<file path="config.mk">
export PLATFORM = sky130hd
export DESIGN_NAME = mac_unit_vert_seq
export DESIGN_NICKNAME = d
export VERILOG_FILES = /design/src/rtl/mac_unit_vert_seq.sv
export SDC_FILE = /design/constraint.sdc
export NUM_CORES = 1
export LEC_CHECK = 0
export CAP_MARGIN = 5
export CELL_PAD_IN_SITES_DETAIL_PLACEMENT = 0
export CELL_PAD_IN_SITES_GLOBAL_PLACEMENT = 1
export CORE_AREA = 4 4 199 297
export CTS_CLUSTER_SIZE = 25
export DETAILED_ROUTE_END_ITERATION = 10
export DIE_AREA = 0 0 203 301
export PLACE_DENSITY = 0.77
export SLEW_MARGIN = 15
export SYNTH_ARGS = -nofsm -noshare
export SYNTH_HDL_FRONTEND = slang
export SYNTH_SLANG_ARGS = --single-unit
</file>
<file path="constraint.sdc">
create_clock -name clk -period 26.3 [get_ports clk]
set_input_delay 2.63 -clock clk [delete_from_list [all_inputs] [get_ports clk]]
set_output_delay 2.63 -clock clk [all_outputs]
set_load 0.1 [all_outputs]
</file>
<file path="src/rtl/mac_unit_vert_seq.sv">
// Bit-column ("vertical") MAC: one signed activation vector per job and one
// weight bit-column descriptor per accepted cycle. The result is handed off on a valid/ready port.
module mac_unit_vert_seq #(
    parameter int DATA_WIDTH  = 8,
    parameter int VEC_LENGTH  = 16,
    parameter int WEIGHT_BITS = 8,
    parameter int NSEL        = VEC_LENGTH / 2,
    parameter int SEL_WIDTH   = $clog2(VEC_LENGTH) + 1,
    parameter int SUM_WIDTH   = DATA_WIDTH + $clog2(VEC_LENGTH),
    parameter int ACC_WIDTH   = DATA_WIDTH + WEIGHT_BITS + $clog2(VEC_LENGTH)
) (
    input  logic                             clk,
    input  logic                             reset,
    input  logic                             i_act_valid,
    output logic                             o_act_ready,
    input  logic [VEC_LENGTH*DATA_WIDTH-1:0] i_act,
    input  logic                             i_act_signed_w,
    input  logic                             i_col_valid,
    output logic                             o_col_ready,
    input  logic [NSEL*SEL_WIDTH-1:0]        i_col_sel,
    input  logic                             i_col_skip_zero,
    input  logic                             i_col_ham_en,
    input  logic                             i_col_ham_sign,
    input  logic [SEL_WIDTH-1:0]             i_col_ham_sel,
    output logic                             o_res_valid,
    input  logic                             i_res_ready,
    output logic signed [ACC_WIDTH-1:0]      o_result
);
    localparam int IDX_WIDTH     = $clog2(WEIGHT_BITS);
    localparam int ACT_IDX_WIDTH = $clog2(VEC_LENGTH);
    localparam int H_WIDTH       = SUM_WIDTH + 1;
    localparam logic [IDX_WIDTH-1:0] LAST_COL = IDX_WIDTH'(WEIGHT_BITS - 1);

    typedef enum logic [1:0] {IDLE, COL, DONE} state_t;

    state_t                       r_state;
    logic signed [DATA_WIDTH-1:0] r_act [VEC_LENGTH];
    logic                         r_signed_w;
    logic signed [SUM_WIDTH-1:0]  r_sum_act;
    logic signed [ACC_WIDTH-1:0]  r_acc;
    logic signed [ACC_WIDTH-1:0]  r_result;
    logic [IDX_WIDTH-1:0]         r_col_idx;
    logic                         r_act_ready;
    logic                         r_col_ready;
    logic                         r_res_valid;

    logic signed [SUM_WIDTH-1:0]  w_in_sum;
    logic signed [SUM_WIDTH-1:0]  w_sel_sum;
    logic signed [DATA_WIDTH-1:0] w_ham_act;
    logic signed [H_WIDTH-1:0]    w_p;
    logic signed [H_WIDTH-1:0]    w_ham_term;
    logic signed [H_WIDTH-1:0]    w_h;
    logic signed [ACC_WIDTH-1:0]  w_shift;
    logic signed [ACC_WIDTH-1:0]  w_contrib;
    logic signed [ACC_WIDTH-1:0]  w_acc_next;
    logic                         w_last;

    // NOTE: every always_comb output gets a default before the loop so no latch is inferred.
    always_comb begin
        w_in_sum = '0;
        for (int i = 0; i < VEC_LENGTH; i++)
            w_in_sum = w_in_sum + SUM_WIDTH'($signed(i_act[i*DATA_WIDTH +: DATA_WIDTH]));
    end

    // Duplicate indices count once per slot; indices at or above VEC_LENGTH add nothing.
    always_comb begin
        w_sel_sum = '0;
        for (int k = 0; k < NSEL; k++) begin
            if (int'(i_col_sel[k*SEL_WIDTH +: SEL_WIDTH]) < VEC_LENGTH)
                w_sel_sum = w_sel_sum + SUM_WIDTH'(r_act[i_col_sel[k*SEL_WIDTH +: ACT_IDX_WIDTH]]);
        end
    end

    always_comb begin
        w_ham_act  = (int'(i_col_ham_sel) < VEC_LENGTH) ? r_act[i_col_ham_sel[ACT_IDX_WIDTH-1:0]] : '0;
        w_p        = i_col_skip_zero ? H_WIDTH'(w_sel_sum)
                                     : H_WIDTH'(r_sum_act) - H_WIDTH'(w_sel_sum);
        w_ham_term = !i_col_ham_en  ? '0
                   : i_col_ham_sign ? -H_WIDTH'(w_ham_act) : H_WIDTH'(w_ham_act);
        w_h        = w_p + w_ham_term;
        w_shift    = ACC_WIDTH'(w_h) <<< r_col_idx;
        w_last     = (r_col_idx == LAST_COL);
        // The MSB column of a two's-complement weight carries negative weight.
        w_contrib  = (w_last && r_signed_w) ? -w_shift : w_shift;
        w_acc_next = r_acc + w_contrib;
    end

    // NOTE: the activation store is pure datapath and is not reset; it is always
    // reloaded before use, and the FSM reset alone guarantees no stale contribution.
    always_ff @(posedge clk) begin
        if (r_state == IDLE && i_act_valid) begin
            for (int i = 0; i < VEC_LENGTH; i++)
                r_act[i] <= i_act[i*DATA_WIDTH +: DATA_WIDTH];
            r_signed_w <= i_act_signed_w;
            r_sum_act  <= w_in_sum;
        end
    end

    always_ff @(posedge clk) begin
        if (reset) begin
            r_state     <= IDLE;
            r_acc       <= '0;
            r_col_idx   <= '0;
            r_result    <= '0;
            r_act_ready <= 1'b1;
            r_col_ready <= 1'b0;
            r_res_valid <= 1'b0;
        end else begin
            case (r_state)
                IDLE: begin
                    if (i_act_valid) begin
                        r_acc       <= '0;
                        r_col_idx   <= '0;
                        r_state     <= COL;
                        r_act_ready <= 1'b0;
                        r_col_ready <= 1'b1;
                    end
                end
                COL: begin
                    if (i_col_valid) begin
                        r_acc     <= w_acc_next;
                        r_col_idx <= r_col_idx + IDX_WIDTH'(1);
                        if (w_last) begin
                            r_result    <= w_acc_next;
                            r_state     <= DONE;
                            r_col_ready <= 1'b0;
                            r_res_valid <= 1'b1;
                        end
                    end
                end
                DONE: begin
                    if (i_res_ready) begin
                        r_state     <= IDLE;
                        r_res_valid <= 1'b0;
                        r_act_ready <= 1'b1;
                    end
                end
                default: begin
                    r_state     <= IDLE;
                    r_act_ready <= 1'b1;
                    r_col_ready <= 1'b0;
                    r_res_valid <= 1'b0;
                end
            endcase
        end
    end

    assign o_act_ready = r_act_ready;
    assign o_col_ready = r_col_ready;
    assign o_res_valid = r_res_valid;
    assign o_result    = r_result;

endmodule

</file>
==> metrics.md <==
| Metric | Value |
|---|---|
| Ys Warns | `0` |
| Clk slew on worst S/H paths | `0.08 ns` |
| Share of the yosys chip area belonging to registers | `0.2062` |
| Crit path to | `o_result[19]` |
| Post-synth ARST share | `0` |
| Synthesis-to-layout area growth | `13.17%` |
| Reg2reg end | `o_result[19]` |
| Crit start category | `input pin` |
| Total CTS buffers | `17` |
| HP Class | `reg -> reg` |
| Vias | `19434` |
| Area leader, netlist | `mux4_2` |
| First-pass detailed-route iteration total | `5` |
| Antenna viol nets, final | `0` |
| HPWL Detailed | `64200 um` |
| Post-route DRC violation count | `0` |
| Slack of the critical path | `8.340 ns` |
| Syn Inst Count | `2129` |
| Avg Inst Size Synth | `11.84 um^2` |
| Synth Flop Type | `edfxtp_1` |
| Clock Latency Late Sink | `0.49 ns` |
| # IOs | `205` |
| R2r setup slk | `10.72 ns` |
| Worst slew margin | `0.2592` |
| Max frequency | `55.68 MHz` |
| Largest net degree at the start of global routing | `81` |
| Post-synth EDFFs | `141` |
| Reg2reg start | `r_act[7][0]` |
| Postcts setup bufs | `0` |
| RSZ-0062 raised after global routing | `no` |
| Clk_skew | `0.02408 ns` |
| Initial Utilization | `0.4450` |
| Cell chosen for the clock root | `clkbuf_16` |
| Layout cells sized above 1 | `0.2210` |
| Worst setup EP type | `register` |
| Placement Setup Slack | `7.840 ns` |
| Core area | `0.05663 mm^2` |
| H-Tree Depth | `4` |
| Clock Sinks | `between 150 and 200` |
| Syn Nets | `2580` |
| Die Wd | `203 um` |
| Initial antenna violation count | `4` |
| Distinct cells, synth | `88` |
| # fillers | `5020` |
| First-pass GRT wire length | `between 100000 and 150000 um` |
| Crit path DAT | `18.32 ns` |
| Worst-margin pin slew | `around 1.1 ns` |
| Period utilization | `0.6829` |
| Fin. max-slew vios | `0` |
| Setup tns final | `0 ns` |
| RePlAce Congestion | `0.9371` |
| Register-to-Register Path Depth | `65` |
| Synth Cell Area | `0.02520 mm^2` |
| # resized after CTS | `0` |
| Critical path required time | `26.66 ns` |
| Multi-input gate area | `0.01877 mm^2` |
| Wire per inst | `26.26 um` |
| Final Hold Vio Count | `0` |
| Final nets | `2719` |
| TritonCTS clock tree | `yes` |
| Synth cell count leaders | `360 x mux4_2, 192 x inv_1, 141 x edfxtp_1` |
| Crit path launch | `i_col_sel[2]` |
| Rows | `107` |
| Cell with the most instances after synthesis | `mux4_2` |
| Die height | `301 um` |
| Total routed wirelength | `~80000 um` |
| Crit Path Category | `in -> reg` |
| Hold buffers post-CTS | `0` |
| Total track usage | `0.2640` |
| I/O Buffers | `204` |
| Max-capacitance violation count | `0` |
| Number of global-route vias before repair | `20672` |
| Status | `completed` |
| Number of vias per cell | `around 6.4` |
| Crit Path Max Fanout | `32` |
| Slowest cell on crit path | `a2111oi_0` |
| CTS Buffer Depth | `2` |
| Max incr delay on CP | `approximately 0.6 ns` |
| Register area | `0.005195 mm^2` |
| Final setup violation count | `0` |
| Grt ovf | `0` |
| FF+latch count, synth | `189` |
| Ranking of synthesized cells by area | `mux4_2 32%, edfxtp_1 17%, fa_1 10%` |
| Top cell type's share of synthesized area | `0.3217` |
| Die area | `between 0.06 and 0.07 mm^2` |
| Min cycle time layout | `between 15 and 20 ns` |
| Drt initial violations | `1957` |
## placed cells by master, fill, tap and decap left out, types with 7 or more instances in the layout
| cell | synthesis | routed |
|---|---|---|
| nor2_1 | 130 | 129 |
| dfxtp_1 | 48 | 48 |
| a21oi_1 | 125 | 125 |
| a211oi_1 | 15 | 15 |
| a31oi_1 | 7 | 7 |
| buf_2 | 15 | 11 |
| a21o_1 | 41 | 41 |
| buf_4 | 2 | 40 |
| or3_1 | 9 | 9 |
| mux4_2 | 360 | 360 |
| xnor2_1 | 75 | 75 |
| nor3_1 | 26 | 26 |
| o31ai_1 | 11 | 11 |
| xor2_1 | 46 | 46 |
| clkbuf_16 | 0 | 17 |
| ha_1 | 139 | 139 |
| nand2b_1 | 27 | 27 |
| nor2b_1 | 23 | 22 |
| mux2i_1 | 20 | 20 |
| edfxtp_1 | 141 | 141 |
| and2_1 | 10 | 10 |
| o21bai_1 | 16 | 16 |
| a22oi_1 | 16 | 16 |
| nand2_1 | 118 | 118 |
| o21a_1 | 20 | 20 |
| o21ai_1 | 12 | 12 |
| clkdlybuf4s50_1 | 0 | 193 |
| nand3_1 | 14 | 14 |
| o21ai_0 | 79 | 79 |
| fa_1 | 130 | 130 |
| inv_1 | 192 | 192 |
| mux2_2 | 33 | 33 |
| nand3b_1 | 17 | 17 |
## per-layer routing
layer	track usage	vias to the layer above	routed length, um
li1	-	8470	-
met1	0.2852	9748	26100
met2	0.5008	975	44280
met3	0.04859	239	5556
met4	0.1131	2	4033
met5	0	-	13
## how the worst min path moves through the flow
stage                 startpoint           end  slack [ns]  cells after the start
floorplan               r_acc[0]      r_acc[0]        0.47                      2
global route        o_result[15]  o_result[15]        0.48                      2
CTS                 o_result[12]  o_result[12]        0.46                      2
detailed placement  o_result[12]  o_result[12]        0.45                      2
finish               o_result[8]   o_result[8]        0.45                      2
global placement    o_result[10]  o_result[10]        0.44                      2
## registers in the layout, indices dropped and copies added, names as in the netlist
signal,cells
r_act,128
o_result,20
r_acc,20
r_sum_act,12
r_col_idx,3
r_state,2
o_act_ready,1
o_col_ready,1
o_res_valid,1
r_signed_w,1
## worst max-delay path: cells and delay by family
| kind | cells | cell delay (ns) |
|---|---|---|
| buffers and inverters | 3 | 0.95 |
| multiplexers | 7 | 2.39 |
| AO/OA/AOI/OAI | 23 | 5.07 |
| XOR/XNOR | 8 | 1.20 |
| AND/OR/NAND/NOR | 15 | 2.37 |
| adder cells (fa/ha/maj) | 11 | 3.62 |
## layout make-up
class                           instances  share of cell area
Antenna cell                            2           0.0001755
Clock buffer                           17             0.01492
Clock inverter                         15            0.005045
Inverter                              196             0.02580
Multi-Input combinational cell       1620              0.6582
Sequential cell                       189              0.1822
Tap cell                              763             0.03348
Timing Repair Buffer                  244             0.08020
## logic make-up (layout without fill, tap and decap cells)
logic type / count (synthesis) / count (layout) / synth area share
compound gates: 401 / 401 / 0.1024
xor+xnor: 125 / 125 / 0.04518
fa+ha+maj: 270 / 270 / 0.1727
buf+inv: 320 / 472 / 0.04930
flops: 189 / 189 / 0.2062
mux: 417 / 417 / 0.3468
other cells: 0 / 2 / 0
simple gates: 407 / 407 / 0.07741
## metrics by stage
stage	cells	area (um^2)	util	hold slack, ns
final	3046	28520	0.5036	0.4520
after global routing	3046	28520	0.5036	0.4787
after CTS	3044	28510	0.5035	0.4555
after detailed placement	3012	27940	0.4934	0.4455
after global placement	3012	27940	0.4934	0.4411
after floorplan	2129	25200	-	0.4721
Power is left out: the tool's default activity adds up to more than one toggle a clock period on the data nets, which glitch-free logic cannot reach.
